File: src/rtl/mod_video_timing.sv
// mod_video_timing: free-running raster timing generator.
// Produces the pixel coordinates, the active-video flag, horizontal and
// vertical sync, and a once-per-frame latch strobe. All outputs are
// registered and describe the same (x, y) in the same cycle.
// Build option: define MOD_VIDEO_TIMING_SYNC_POS_EN for active-high syncs.
// Without it, both syncs are active-low, which matches 640x480 VESA.
module mod_video_timing #(
   parameter int H_ACTIVE = 640,
   parameter int H_FP     = 16,
   parameter int H_SYNC   = 96,
   parameter int H_BP     = 48,
   parameter int V_ACTIVE = 480,
   parameter int V_FP     = 10,
   parameter int V_SYNC   = 2,
   parameter int V_BP     = 33
) (
   input  logic       in_pix_clk,
   input  logic       in_rst_n,
   output logic [9:0] out_pix_x,
   output logic [9:0] out_pix_y,
   output logic       out_active,
   output logic       out_hsync,
   output logic       out_vsync,
   output logic       out_latch
);

   localparam int H_TOTAL = H_ACTIVE + H_FP + H_SYNC + H_BP;
   localparam int V_TOTAL = V_ACTIVE + V_FP + V_SYNC + V_BP;

   // Both counters are 10 bits wide, so neither total may exceed 1024.
   generate
      if (H_TOTAL > 1024 || V_TOTAL > 1024) begin : g_total_check
         $error("mod_video_timing: H_TOTAL and V_TOTAL must not exceed 1024");
      end
   endgenerate

   localparam logic [9:0] H_LAST       = 10'(H_TOTAL - 1);
   localparam logic [9:0] V_LAST       = 10'(V_TOTAL - 1);
   localparam logic [9:0] H_ACT_END    = 10'(H_ACTIVE);
   localparam logic [9:0] V_ACT_END    = 10'(V_ACTIVE);
   localparam logic [9:0] H_SYNC_FIRST = 10'(H_ACTIVE + H_FP);
   localparam logic [9:0] H_SYNC_LAST  = 10'(H_ACTIVE + H_FP + H_SYNC - 1);
   localparam logic [9:0] V_SYNC_FIRST = 10'(V_ACTIVE + V_FP);
   localparam logic [9:0] V_SYNC_LAST  = 10'(V_ACTIVE + V_FP + V_SYNC - 1);

`ifdef MOD_VIDEO_TIMING_SYNC_POS_EN
   localparam logic SYNC_ON = 1'b1;
`else
   localparam logic SYNC_ON = 1'b0;
`endif

   logic [9:0] x_nxt;
   logic [9:0] y_nxt;
   logic       x_wrap;
   logic       active_nxt;
   logic       hsync_nxt;
   logic       vsync_nxt;
   logic       latch_nxt;

   // Next-state counters: x every cycle, y only when x wraps.
   always_comb begin
      x_wrap = (out_pix_x == H_LAST);
      x_nxt  = x_wrap ? 10'd0 : out_pix_x + 10'd1;
      y_nxt  = out_pix_y;
      if (x_wrap) begin
         y_nxt = (out_pix_y == V_LAST) ? 10'd0 : out_pix_y + 10'd1;
      end
   end

   // Flags decoded from the next-state position so they align with it.
   always_comb begin
      active_nxt = (x_nxt < H_ACT_END) && (y_nxt < V_ACT_END);
      hsync_nxt  = ((x_nxt >= H_SYNC_FIRST) && (x_nxt <= H_SYNC_LAST)) ? SYNC_ON : ~SYNC_ON;
      vsync_nxt  = ((y_nxt >= V_SYNC_FIRST) && (y_nxt <= V_SYNC_LAST)) ? SYNC_ON : ~SYNC_ON;
      latch_nxt  = (x_nxt == 10'd0) && (y_nxt == V_ACT_END);
   end

   // Output register stage. Reset parks the counters on the last pixel of
   // the frame so the first edge after release lands on (0, 0).
   always_ff @(posedge in_pix_clk or negedge in_rst_n) begin
      if (!in_rst_n) begin
         out_pix_x  <= H_LAST;
         out_pix_y  <= V_LAST;
         out_active <= 1'b0;
         out_hsync  <= ~SYNC_ON;
         out_vsync  <= ~SYNC_ON;
         out_latch  <= 1'b0;
      end else begin
         out_pix_x  <= x_nxt;
         out_pix_y  <= y_nxt;
         out_active <= active_nxt;
         out_hsync  <= hsync_nxt;
         out_vsync  <= vsync_nxt;
         out_latch  <= latch_nxt;
      end
   end

endmodule
File: config.mk
export PLATFORM = sky130hd
export DESIGN_NAME = mod_video_timing
export DESIGN_NICKNAME = d
export VERILOG_FILES = /design/src/rtl/mod_video_timing.sv
export SDC_FILE = /design/constraint.sdc
export NUM_CORES = 1
export LEC_CHECK = 0
export CELL_PAD_IN_SITES_DETAIL_PLACEMENT = 1
export CELL_PAD_IN_SITES_GLOBAL_PLACEMENT = 2
export CORE_MARGIN = 5
export CORE_UTILIZATION = 25
export CTS_CLUSTER_DIAMETER = 40
export DETAILED_ROUTE_END_ITERATION = 10
export GPL_TIMING_DRIVEN = 1
export PLACE_DENSITY = 0.69
export SLEW_MARGIN = 30
export SYNTH_ARGS = -nofsm -noshare
export SYNTH_HDL_FRONTEND = slang
export SYNTH_SLANG_ARGS = --single-unit
File: constraint.sdc
create_clock -name in_pix_clk -period 4.75 [get_ports in_pix_clk]
set_clock_uncertainty 0.15 [all_clocks]
set_input_delay 0.95 -clock in_pix_clk [delete_from_list [all_inputs] [get_ports in_pix_clk]]
set_output_delay 0.95 -clock in_pix_clk [all_outputs]
set_load 0.05 [all_outputs]
==> reports/qor.tcl, run 1 <==
set qor(max_freq_mhz) 350
set qor(ioPinCount) 26
set qor(finalWorstPathRequiredPeriod_ps) 2860
set qor(cts_tree) {yes}
set qor(cts_setup_buffers) 0
set qor(worstHoldPathCells) 2
set qor(critical_path_class) {flip-flop to primary output}
set qor(final-setup-viol-count) 0
set qor(multiInputGateArea_sq_um) 793
set qor(post-route-period-util) 0.601
set qor(syn_area_sq_um) 1490
set qor(wire_length_of_the_first_global_routing_pass_microns) 6800
set qor(grt-ovfl-total) 0
set qor(detailedRoute.firstIterationViolations) 64
set qor(critical_path.endpoint_type) {primary output}
set qor(rr_worst_depth) 6
set qor(leading_register_cell_type_out_of_synthesis) {sky130_fd_sc_hd__dfstp_2}
set qor(tritoncts_buffer_count) 3
set qor(die_width_microns) 87.2
set qor(die-area_sq_um) 7600
set qor(gp_routability_congestion) 0.834
set qor(ant_diodes) 0
set qor(critPathMaxFanout) 12
set qor(number_of_global_route_vias_before_repair) 1307
set qor(yosys_register_bits) 24
set qor(synth_edf_count) 0
set qor(finish.instance_area_sq_um) 1850
set qor(cts_hold_repair.buffers) 0
set qor(slowest_delay_ps) 840
set qor(timing.setup.tns_ps) 0
set qor(synth.net_count) 165
set qor(via_per_inst) 5.17
set qor(dominant_combinational_cell_family_by_area_after_synthesis) {simple AND/OR/NAND/NOR gates}
set qor(power_density_nw_per_um2) 192
set qor(area.growth.synth_to_final_pct) 23.8
set qor(worst-slew-pin-transition_ps) 602
set qor(maxUsedRoutingLayer) {met4}
set qor(initial_core_util) 0.255
set qor(final_core_utilization) 0.315
set qor(place_ws_ps) 1980
set qor(clkSinkCount) 24
set qor(synth-async-reset-ratio) 1.00
set qor(max_cap_violations) 0
set qor(netlist-cell-type-count) 48
set qor(crit_family) {buffers and inverters}
set qor(cp_num_cells) 1
set qor(synth_fa_ha_area_frac) 0.0336
set qor(worst-endpoint-arrival_ps) 1760
set qor(worst_setup_hold_path_clk_slew_ps) 90
set qor(slew_violations) 0
set qor(final_cell_mix) {sky130_fd_sc_hd__clkdlybuf4s50_1, sky130_fd_sc_hd__nand2_1, sky130_fd_sc_hd__dfrtp_1, sky130_fd_sc_hd__dfstp_2}
set qor(max-vdd-ir-drop_uv) 78.5
set qor(n_fill_cell) 675
set qor(rsz_0062_raised_after_global_routing) {false}
set qor(drc) 0
set qor(m1WireLength_microns) 1910
set qor(parity_gate_share_of_the_synthesized_area_counting_xor_and_xnor_cells) 0.0705
set qor(routed_wirelength_microns) 4160
set qor(grt_start_max_net_pins) 14
set qor(dr_wl_met2_microns) 2050
set qor(met3WireLength_microns) 161
set qor(worst_slack_ps) 1890
set qor(cp.buffers_inverters) 1
set qor(area.sequential_sq_um) 616
set qor(crit_required_ps) 3650
set qor(floorplan.rows) 28
set qor(dp.cells) 251
set qor(finalHoldViolations) 0
set qor(post_synth_and_or_nand_nor_area_fraction) 0.260
set qor(finish.net_count) 187
set qor(die-height_microns) 87.2
set qor(leading_cell_type_in_the_layout_fill_and_taps_excluded) {sky130_fd_sc_hd__clkdlybuf4s50_1}
set qor(post-dp-hpwl_microns) 3090
set qor(worst_skew_pair.late_latency_ps) 270
set qor(crit_path_cell_trace) {clkdlybuf4s50_1}
set qor(cts.htree.levels) 1
set qor(gate_count_of_the_mapped_netlist) 159
set qor(clock_tree.root_cell) {sky130_fd_sc_hd__clkbuf_8}
set qor(synth_compound_area_frac) 0.168
set qor(cp_max_stage_cell) {sky130_fd_sc_hd__clkdlybuf4s50_1}
set qor(antenna_left) 0
set qor(synth.yosys.seq_area_share) 0.413
set qor(worstSetupStartpointType) {flip-flop}
set qor(coreArea_sq_um) 5850
set qor(post_route_cells_drive_above_1_share) 0.117
set qor(yosys-mux-area-fraction) 0
set qor(clock_tree.buffer_depth) 2
set qor(placed_cell_area_sq_um) 1790
set qor(yosysWarningCount) 0
set qor(wl_per_cell_microns) 16.3
set qor(postSynthAreaPerCell_sq_um) 9.37
set qor(all_layer_global_routing_usage) 0.114
set qor(hp-class) {flip-flop to flip-flop}
set qor(cts_resized) 0
set qor(run_status) {completed}
set qor(via_count) 1318
set qor(drt-pass1-iter-count) 6
set qor(instances_no_fill) 255
set qor(p_leak_nw) 0.650
set qor(antenna_found_initial) 0
set qor(tightest_slew_margin_relative_to_the_limit) 0.597
set qor(placement.io_buffers) 25
[cells by family (layout without fill, tap and decap cells)]
| family | after synthesis | in the layout |
|---|---|---|
| xor+xnor | 12 | 12 |
| buf+inv | 16 | 37 |
| simple gates | 69 | 69 |
| compound gates | 34 | 34 |
| flops | 24 | 24 |
| fa+ha+maj | 4 | 4 |
[layout make-up]
| cell class | instances | share of cell area |
|---|---|---|
| Multi-Input combinational cell | 119 | 0.430 |
| Sequential cell | 24 | 0.334 |
| Timing Repair Buffer | 27 | 0.144 |
| Tap cell | 75 | 0.0508 |
| Clock buffer | 4 | 0.0298 |
| Inverter | 6 | 0.0122 |
[cell usage after synthesis (all sizes together), types with 2 or more instances]
| cell | n | area (sq um) |
|---|---|---|
| xor2 | 3 | 26.3 |
| nor4 | 3 | 18.8 |
| ha | 4 | 50.1 |
| and4 | 2 | 17.5 |
| nor3 | 7 | 40.0 |
| nand3b | 3 | 22.5 |
| dfstp | 12 | 315 |
| o22ai | 2 | 12.5 |
| xnor2 | 9 | 78.8 |
| o2111ai | 2 | 17.5 |
| and3 | 7 | 43.8 |
| dfrtp | 12 | 300 |
| nand3 | 11 | 55.1 |
| inv | 6 | 22.5 |
| a31oi | 3 | 18.8 |
| a21o | 2 | 15.0 |
| o21ai | 11 | 55.1 |
| nand4 | 4 | 25.0 |
| nor2 | 8 | 30.0 |
| and2 | 2 | 12.5 |
| buf | 7 | 47.5 |
| nand2 | 13 | 48.8 |
| clkbuf | 3 | 11.3 |
[sequential cells by signal (all words and copies together), names as in the netlist]
register,count
out_pix_x,10
out_pix_y,10
out_vsync,1
out_hsync,1
out_latch,1
out_active,1
[power breakdown]
group	total [mW]	internal (mW)	switching [mW]	leakage, nW
sequential	0.205	0.205	0	0.282
clock	0.144	0.0742	0.0702	0.0288
combinational	0.00543	0.00125	0.00417	0.339
total	0.355	0.280	0.0744	0.650
[final timing paths]
path                              start      endpoint  slack (ps)
setup / recovery           out_pix_y[2]  out_pix_y[2]        1890
hold / removal             out_pix_y[2]  out_pix_y[2]         420
setup reg to reg           out_pix_x[0]     out_latch        1930
hold reg to reg            out_pix_y[2]  out_pix_y[2]         420
max in group asynchronous      in_rst_n  out_pix_x[0]        2870
min in group asynchronous      in_rst_n  out_pix_y[8]         900
[per-stage QoR]
stage	hold slack, ps	total power, mW
3_3_place_gp	387	0.214
6_report	422	0.355
3_5_place_dp	404	0.214
5_1_grt	463	0.370
2_1_floorplan	483	0.208
4_1_cts	429	0.365
[routing by layer]
| metal | global-route usage | up-vias |
|---|---|---|
| met2 | 0.196 | 27 |
| met4 | 0.0265 | 0 |
| met1 | 0.143 | 658 |
| li1 | - | 629 |
| met5 | 0 | - |
| met3 | 0.0293 | 4 |
Power figures use the tool's default switching activity.
==> inputs of run 2 (changes only) <==
--- a/config.mk
+++ b/config.mk
@@ -12,7 +12,7 @@
 export CTS_CLUSTER_DIAMETER = 40
 export DETAILED_ROUTE_END_ITERATION = 10
 export GPL_TIMING_DRIVEN = 1
-export PLACE_DENSITY = 0.69
+export PLACE_DENSITY = 0.71
 export SLEW_MARGIN = 30
 export SYNTH_ARGS = -nofsm -noshare
 export SYNTH_HDL_FRONTEND = slang
==> constraint.sdc (replaced) <==
create_clock -name in_pix_clk -period 2.3 [get_ports in_pix_clk]
set_clock_uncertainty 0.15 [all_clocks]
set_input_delay 0.46 -clock in_pix_clk [delete_from_list [all_inputs] [get_ports in_pix_clk]]
set_output_delay 0.46 -clock in_pix_clk [all_outputs]
set_load 0.05 [all_outputs]
==> run 2 against run 1 <==
The flow now finishes with violations (negative setup slack). Combinational power up 140%. Global-route usage increased by 2.5 points. Power rose by 110%. Via count up 13%. Non-clock buffer count up 39. Flip-flop and latch count unchanged. Die area did not move. Sequential power is 110% higher. Critical path type is now flip-flop to flip-flop. Critical endpoint is now out_latch. Largest cell class unchanged. Largest power group unchanged.
==> reports/qor.tcl, run 2 (synthesized netlist as in run 1, its figures left out) <==
set qor(die_width_microns) 87.2 ;# unchanged
set qor(p_leak_nw) 0.911 ;# +40%
set qor(critical_path.endpoint_type) {flip-flop}
set qor(initial_core_util) 0.255 ;# unchanged
set qor(rrSetupSlack_ps) -30 ;# -1960 ps
set qor(critPathMaxFanout) 8 ;# -4
set qor(gp_routability_congestion) 0.814 ;# -2.4%
set qor(clkSinkCount) 24 ;# unchanged
set qor(via_per_inst) 5.05 ;# -2.2%
set qor(cts.htree.levels) 1 ;# unchanged
set qor(largest_registers) {out_pix_x x10, out_pix_y x10}
set qor(final_core_utilization) 0.381 ;# +0.0657
set qor(cts_tree) {yes}
set qor(worst_setup_hold_path_clk_slew_ps) 90 ;# about the same
set qor(floorplan.rows) 28 ;# unchanged
set qor(dp.cells) 279 ;# +11%
set qor(leading_cell_type_in_the_layout_fill_and_taps_excluded) {sky130_fd_sc_hd__buf_4}
set qor(crit_required_ps) 2310 ;# -1340 ps
set qor(drt-pass1-iter-count) 4 ;# -2
set qor(max_freq_mhz) 429
set qor(worstSetupStartpointType) {flip-flop}
set qor(post-dp-hpwl_microns) 3840 ;# +24%
set qor(finalHoldViolations) 0 ;# unchanged
set qor(finish.net_count) 226 ;# +21%
set qor(final-setup-viol-count) 3 ;# +3
set qor(die-area_sq_um) 7600 ;# unchanged
set qor(routed_wirelength_microns) 5050 ;# +22%
set qor(tightest_slew_margin_relative_to_the_limit) 0.664 ;# +0.0667
set qor(max_cap_violations) 0 ;# unchanged
set qor(hp-class) {input port to asynchronous set/reset pin}
set qor(antenna_left) 0 ;# unchanged
set qor(number_of_global_route_vias_before_repair) 1587 ;# +21%
set qor(worst_slack_ps) -32.8 ;# -1930 ps
set qor(tritoncts_buffer_count) 3 ;# unchanged
set qor(post-route-period-util) 1.01
set qor(n_fill_cell) 688 ;# +1.9%
set qor(worst_skew_pair.late_latency_ps) 270 ;# about the same
set qor(failed_checks) {negative setup slack}
set qor(grt_start_max_net_pins) 14 ;# unchanged
set qor(post_route_cells_drive_above_1_share) 0.420 ;# +0.303
set qor(wl_per_cell_microns) 17.2 ;# +5.4%
set qor(run_status) {finished with violations}
set qor(area.growth.synth_to_final_pct) 49.6
set qor(wire_length_of_the_first_global_routing_pass_microns) 8290 ;# +22%
set qor(antenna_found_initial) 0 ;# unchanged
set qor(die-height_microns) 87.2 ;# unchanged
set qor(detailedRoute.firstIterationViolations) 50 ;# -22%
set qor(critical_path_class) {flip-flop to flip-flop}
set qor(capture_instance_of_the_worst_register_to_register_path) {out_latch}
set qor(coreArea_sq_um) 5850 ;# unchanged
set qor(rsz_0062_raised_after_global_routing) {true}
set qor(drc) 0 ;# unchanged
set qor(worst-slew-pin-transition_ps) 503 ;# -99.7 ps
set qor(slew_violations) 0 ;# unchanged
set qor(final_cell_mix) {sky130_fd_sc_hd__buf_4, sky130_fd_sc_hd__nand2_1}
set qor(placement.io_buffers) 25 ;# unchanged
set qor(ant_diodes) 0 ;# unchanged
set qor(power_density_nw_per_um2) 329 ;# +71%
set qor(instances_no_fill) 294 ;# +15%
set qor(via_count) 1486 ;# +13%
set qor(timing.rr.start) {out_pix_x[0]}
set qor(max-vdd-ir-drop_uv) 207 ;# +160%
set qor(finalWorstPathRequiredPeriod_ps) 2330
set qor(worst-endpoint-arrival_ps) 2340 ;# +580 ps
set qor(ioPinCount) 26 ;# unchanged
set qor(grt-ovfl-total) 0 ;# unchanged
set qor(clock_tree.buffer_depth) 2 ;# unchanged
set qor(all_layer_global_routing_usage) 0.139 ;# +0.0250
set qor(clock_tree.root_cell) {sky130_fd_sc_hd__clkbuf_8}
set qor(rr_worst_depth) 5 ;# -1
run 2: routing by layer:
metal,vias up,GRT usage,share of wire
met5,-,0,0
met4,0,0.0293,0.0051
met3,2,0.0132,0.025
met2,20,0.251,0.53
met1,757,0.179,0.44
li1,707,-,-
run 2: power breakdown:
| group | switching (mW) | leakage (nW) | total [mW] | internal [mW] |
|---|---|---|---|---|
| clock network | 0.145 | 0.0288 | 0.298 | 0.153 |
| logic | 0.00916 | 0.601 | 0.0129 | 0.00377 |
| registers | 0 | 0.281 | 0.423 | 0.423 |
| total | 0.155 | 0.911 | 0.734 | 0.579 |
run 2: worst max-delay path: stages, from the launching register on:
cell	delay [ps]
sky130_fd_sc_hd__dfstp_4	640
sky130_fd_sc_hd__buf_4	160
sky130_fd_sc_hd__nand2_1	80
sky130_fd_sc_hd__or4b_2	640
sky130_fd_sc_hd__o22ai_1	310
sky130_fd_sc_hd__and4b_1	250
run 2: how the worst max path moves through the flow:
stage                      start        end  slack [ps]
floorplan           out_pix_x[1]  out_latch        -140
global placement    out_pix_y[1]  out_latch         -40
detailed placement  out_pix_y[1]  out_latch        -110
CTS                 out_pix_x[1]  out_latch         -60
global route        out_pix_x[1]  out_latch        -150
finish              out_pix_x[0]  out_latch         -30
run 2: metrics by stage:
| stage | hold WS, ps | worst slack (ps) | TNS, ps | power (mW) | area, sq um |
|---|---|---|---|---|---|
| after floorplan | 14.4 | -139 | -195 | 0.430 | 1540 |
| after global placement | 390 | -35.9 | -35.9 | 0.443 | 2000 |
| after detailed placement | 410 | -111 | -125 | 0.444 | 2000 |
| after CTS | 375 | -58.9 | -94.7 | 0.744 | 2170 |
| after global routing | 378 | -151 | -484 | 0.766 | 2230 |
| final | 372 | -32.8 | -52.1 | 0.734 | 2230 |
run 2: area by class of cell:
class	instances	area, sq um	share of cell area
Multi-Input combinational cell	119	910	0.408
Sequential cell	24	626	0.281
Timing Repair Buffer	66	523	0.235
Tap cell	75	93.8	0.0421
Clock buffer	4	55.1	0.0247
Inverter	6	22.5	0.0101
run 2: repair_timing:
action / in CTS / in global routing
endpoints found under the setup margin: 3 / 4
gates resized for setup: 11 / 7
cloned: 0 / 0
setup buffers: 7 / 4
hold buffers: 0 / 0
pin swaps: 6 / 5
==> inputs of run 3 (changes only) <==
==> constraint.sdc (replaced) <==
create_clock -name in_pix_clk -period 2 [get_ports in_pix_clk]
set_clock_uncertainty 0.15 [all_clocks]
set_input_delay 0.4 -clock in_pix_clk [delete_from_list [all_inputs] [get_ports in_pix_clk]]
set_output_delay 0.4 -clock in_pix_clk [all_outputs]
set_load 0.05 [all_outputs]
==> run 3 against run 2 <==
The flow still finishes with violations (negative setup slack). Cell count rose by 9.5%. Via count up 9.7%. Die area unchanged. Maximum frequency fell by 3.5%. Power rose by 9.9%. Global-route usage is 1.4 points higher. Count of clock-buffer cells in the layout unchanged. Critical path depth is 3 higher. Sequential power grew 15%. Register-to-register slack got worse by 390 ps. Non-clock buffer count grew 28. Worst hold slack worse by 31 ps. Largest cell class unchanged. Largest power group unchanged.
==> reports/qor.tcl, run 3 (synthesized netlist as in run 1, its figures left out) <==
set qor(post-dp-hpwl_microns) 4000 ;# +4.2%
set qor(crit_path_cell_trace) {inv_1 > ha_1 > nor4bb_2 > buf_4 > and3_2 > nor2_4 > a2111oi_0 > and4b_1}
set qor(slew_violations) 0 ;# unchanged
set qor(coreArea_sq_um) 5850 ;# unchanged
set qor(worst-endpoint-arrival_ps) 2480 ;# +140 ps
set qor(worstSetupStartpointType) {flip-flop}
set qor(leading_cell_type_in_the_layout_fill_and_taps_excluded) {sky130_fd_sc_hd__buf_4}
set qor(tritoncts_buffer_count) 3 ;# unchanged
set qor(post_route_cells_drive_above_1_share) 0.563 ;# +0.143
set qor(slowest_delay_ps) 510 ;# -130 ps
set qor(finish.net_count) 254 ;# +12%
set qor(power_density_nw_per_um2) 301 ;# -8.6%
set qor(worst_skew_pair.late_latency_ps) 270 ;# about the same
set qor(initial_core_util) 0.255 ;# unchanged
set qor(die-height_microns) 87.2 ;# unchanged
set qor(ioPinCount) 26 ;# unchanged
set qor(max_freq_mhz) 414 ;# -3.5%
set qor(detailedRoute.firstIterationViolations) 73 ;# +46%
set qor(rsz_0062_raised_after_global_routing) {true}
set qor(capture_instance_of_the_worst_register_to_register_path) {out_latch}
set qor(tightest_slew_margin_relative_to_the_limit) 0.635 ;# -0.0287
set qor(worst_slack_ps) -418 ;# -385 ps
set qor(finalHoldViolations) 0 ;# unchanged
set qor(ant_diodes) 0 ;# unchanged
set qor(grt_start_max_net_pins) 25 ;# +11
set qor(worst_setup_path_startpoint) {out_pix_y[0]}
set qor(failed_checks) {negative setup slack}
set qor(clock_tree.root_cell) {sky130_fd_sc_hd__clkbuf_8}
set qor(multiInputGateArea_sq_um) 975 ;# +7.2%
set qor(drc) 0 ;# unchanged
set qor(antenna_found_initial) 0 ;# unchanged
set qor(largest_registers) {out_pix_x x10, out_pix_y x10}
set qor(critical_path_class) {flip-flop to flip-flop}
set qor(floorplan.rows) 28 ;# unchanged
set qor(cts.htree.levels) 1 ;# unchanged
set qor(area.sequential_sq_um) 626 ;# unchanged
set qor(die_width_microns) 87.2 ;# unchanged
set qor(die-area_sq_um) 7600 ;# unchanged
set qor(p_leak_nw) 1.13 ;# +24%
set qor(instances_no_fill) 322 ;# +9.5%
set qor(worst-slew-pin-transition_ps) 533 ;# +30.8 ps
set qor(placement.io_buffers) 25 ;# unchanged
set qor(grt_busiest_layer) {met2}
set qor(dp.cells) 307 ;# +10%
set qor(rrSetupSlack_ps) -420 ;# -390 ps
set qor(finalHoldWorstSlack_ps) 341 ;# -31.2 ps
set qor(globalRouteMet2Util) 0.270 ;# +0.0186
set qor(gp_routability_congestion) 0.857 ;# +5.2%
set qor(grt-ovfl-total) 0 ;# unchanged
set qor(number_of_global_route_vias_before_repair) 1766 ;# +11%
set qor(place_ws_ps) -312 ;# -201 ps
set qor(cp_num_cells) 8 ;# +3
set qor(clock_tree.buffer_depth) 2 ;# unchanged
set qor(max-vdd-ir-drop_uv) 264 ;# +28%
set qor(drt-pass1-iter-count) 4 ;# unchanged
set qor(post-route-period-util) 1.21 ;# +0.195
set qor(rr_worst_depth) 8 ;# +3
set qor(worst_setup_hold_path_clk_slew_ps) 90 ;# about the same
set qor(setup.worst_path.end) {out_latch}
set qor(critPathMaxFanout) 5 ;# -3
set qor(cp.buffers_inverters) 2 ;# +1
set qor(finalWorstPathRequiredPeriod_ps) 2420 ;# +85.3 ps
set qor(clkSinkCount) 24 ;# unchanged
set qor(crit_family) {simple AND/OR/NAND/NOR gates}
set qor(design_power_total_mw) 0.807 ;# +9.9%
set qor(area.growth.synth_to_final_pct) 80.0
set qor(run_status) {finished with violations}
set qor(final_cell_mix) {sky130_fd_sc_hd__buf_4, sky130_fd_sc_hd__buf_12, sky130_fd_sc_hd__dfrtp_1, sky130_fd_sc_hd__dfstp_2, sky130_fd_sc_hd__buf_6}
set qor(max_cap_violations) 0 ;# unchanged
set qor(routed_wirelength_microns) 5600 ;# +11%
set qor(via_per_inst) 5.06 ;# +0.15%
set qor(cp_max_stage_cell) {sky130_fd_sc_hd__a2111oi_0}
set qor(wire_length_of_the_first_global_routing_pass_microns) 9050 ;# +9.2%
set qor(globalRouteMet1Util) 0.188 ;# +0.00932
set qor(timing.rr.start) {out_pix_y[0]}
set qor(final-setup-viol-count) 11 ;# +8
set qor(wl_per_cell_microns) 17.4 ;# +1.2%
set qor(n_fill_cell) 644 ;# -6.4%
set qor(antenna_left) 0 ;# unchanged
set qor(cts_tree) {yes}
set qor(hp-class) {input port to asynchronous set/reset pin}
set qor(crit_required_ps) 2060 ;# -250 ps
set qor(grt_util_met3) 0.0170 ;# +0.00378
set qor(via_count) 1630 ;# +9.7%
set qor(all_layer_global_routing_usage) 0.152 ;# +0.0135
set qor(critical_path.endpoint_type) {flip-flop}
set qor(final_core_utilization) 0.459 ;# +0.0774
## run 3: changes by cell type in the layout (fill, tap and decap cells not counted), sizes merged
cell | before | now
buf | 58 | 93
clkdlybuf4s50 | 8 | 1
## run 3: metal layers
metal	routed length (microns)	vias up
li1	-	768
met1	2290	827
met2	3040	25
met3	143	10
met4	127	0
met5	0	-
## run 3: layout make-up
| class | instances | share of cell area |
|---|---|---|
| inverter | 6 | 0.00840 |
| clock buffer | 4 | 0.0168 |
| tap | 75 | 0.0350 |
| multi-input combinational | 119 | 0.363 |
| timing repair buffer | 94 | 0.343 |
| sequential | 24 | 0.233 |
## run 3: worst min path at each step
stage,cells past startpoint,start,slack [ps],to
finish,2,in_rst_n,340,out_pix_y[1]
global route,2,in_rst_n,370,out_pix_y[4]
CTS,2,in_rst_n,350,out_pix_y[1]
detailed placement,2,out_pix_x[6],460,out_pix_x[6]
global placement,2,out_pix_x[6],440,out_pix_x[6]
floorplan,0,in_rst_n,-50,out_active
## run 3: timing repair
| action | 4_1_cts | 5_1_grt |
|---|---|---|
| pin swaps | 7 | 10 |
| endpoints found under the setup margin | 11 | 18 |
| hold buffers | 0 | 0 |
| setup buffers | 10 | 4 |
| gates resized for setup | 25 | 20 |
| cloned | 0 | 0 |
## run 3: per-stage QoR
| stage | instance area, sq um | setup TNS [ps] |
|---|---|---|
| 2_1_floorplan | 1560 | -2580 |
| 3_5_place_dp | 2370 | -1430 |
| 4_1_cts | 2580 | -1470 |
| 6_report | 2680 | -2040 |
| 3_3_place_gp | 2370 | -975 |
| 5_1_grt | 2680 | -3130 |
## run 3: power by group
group | switching [mW] | leakage (nW) | internal, mW | total, mW
combinational | 0.00974 | 0.828 | 0.00300 | 0.0127
sequential | 0 | 0.281 | 0.486 | 0.486
clock | 0.165 | 0.0228 | 0.143 | 0.308
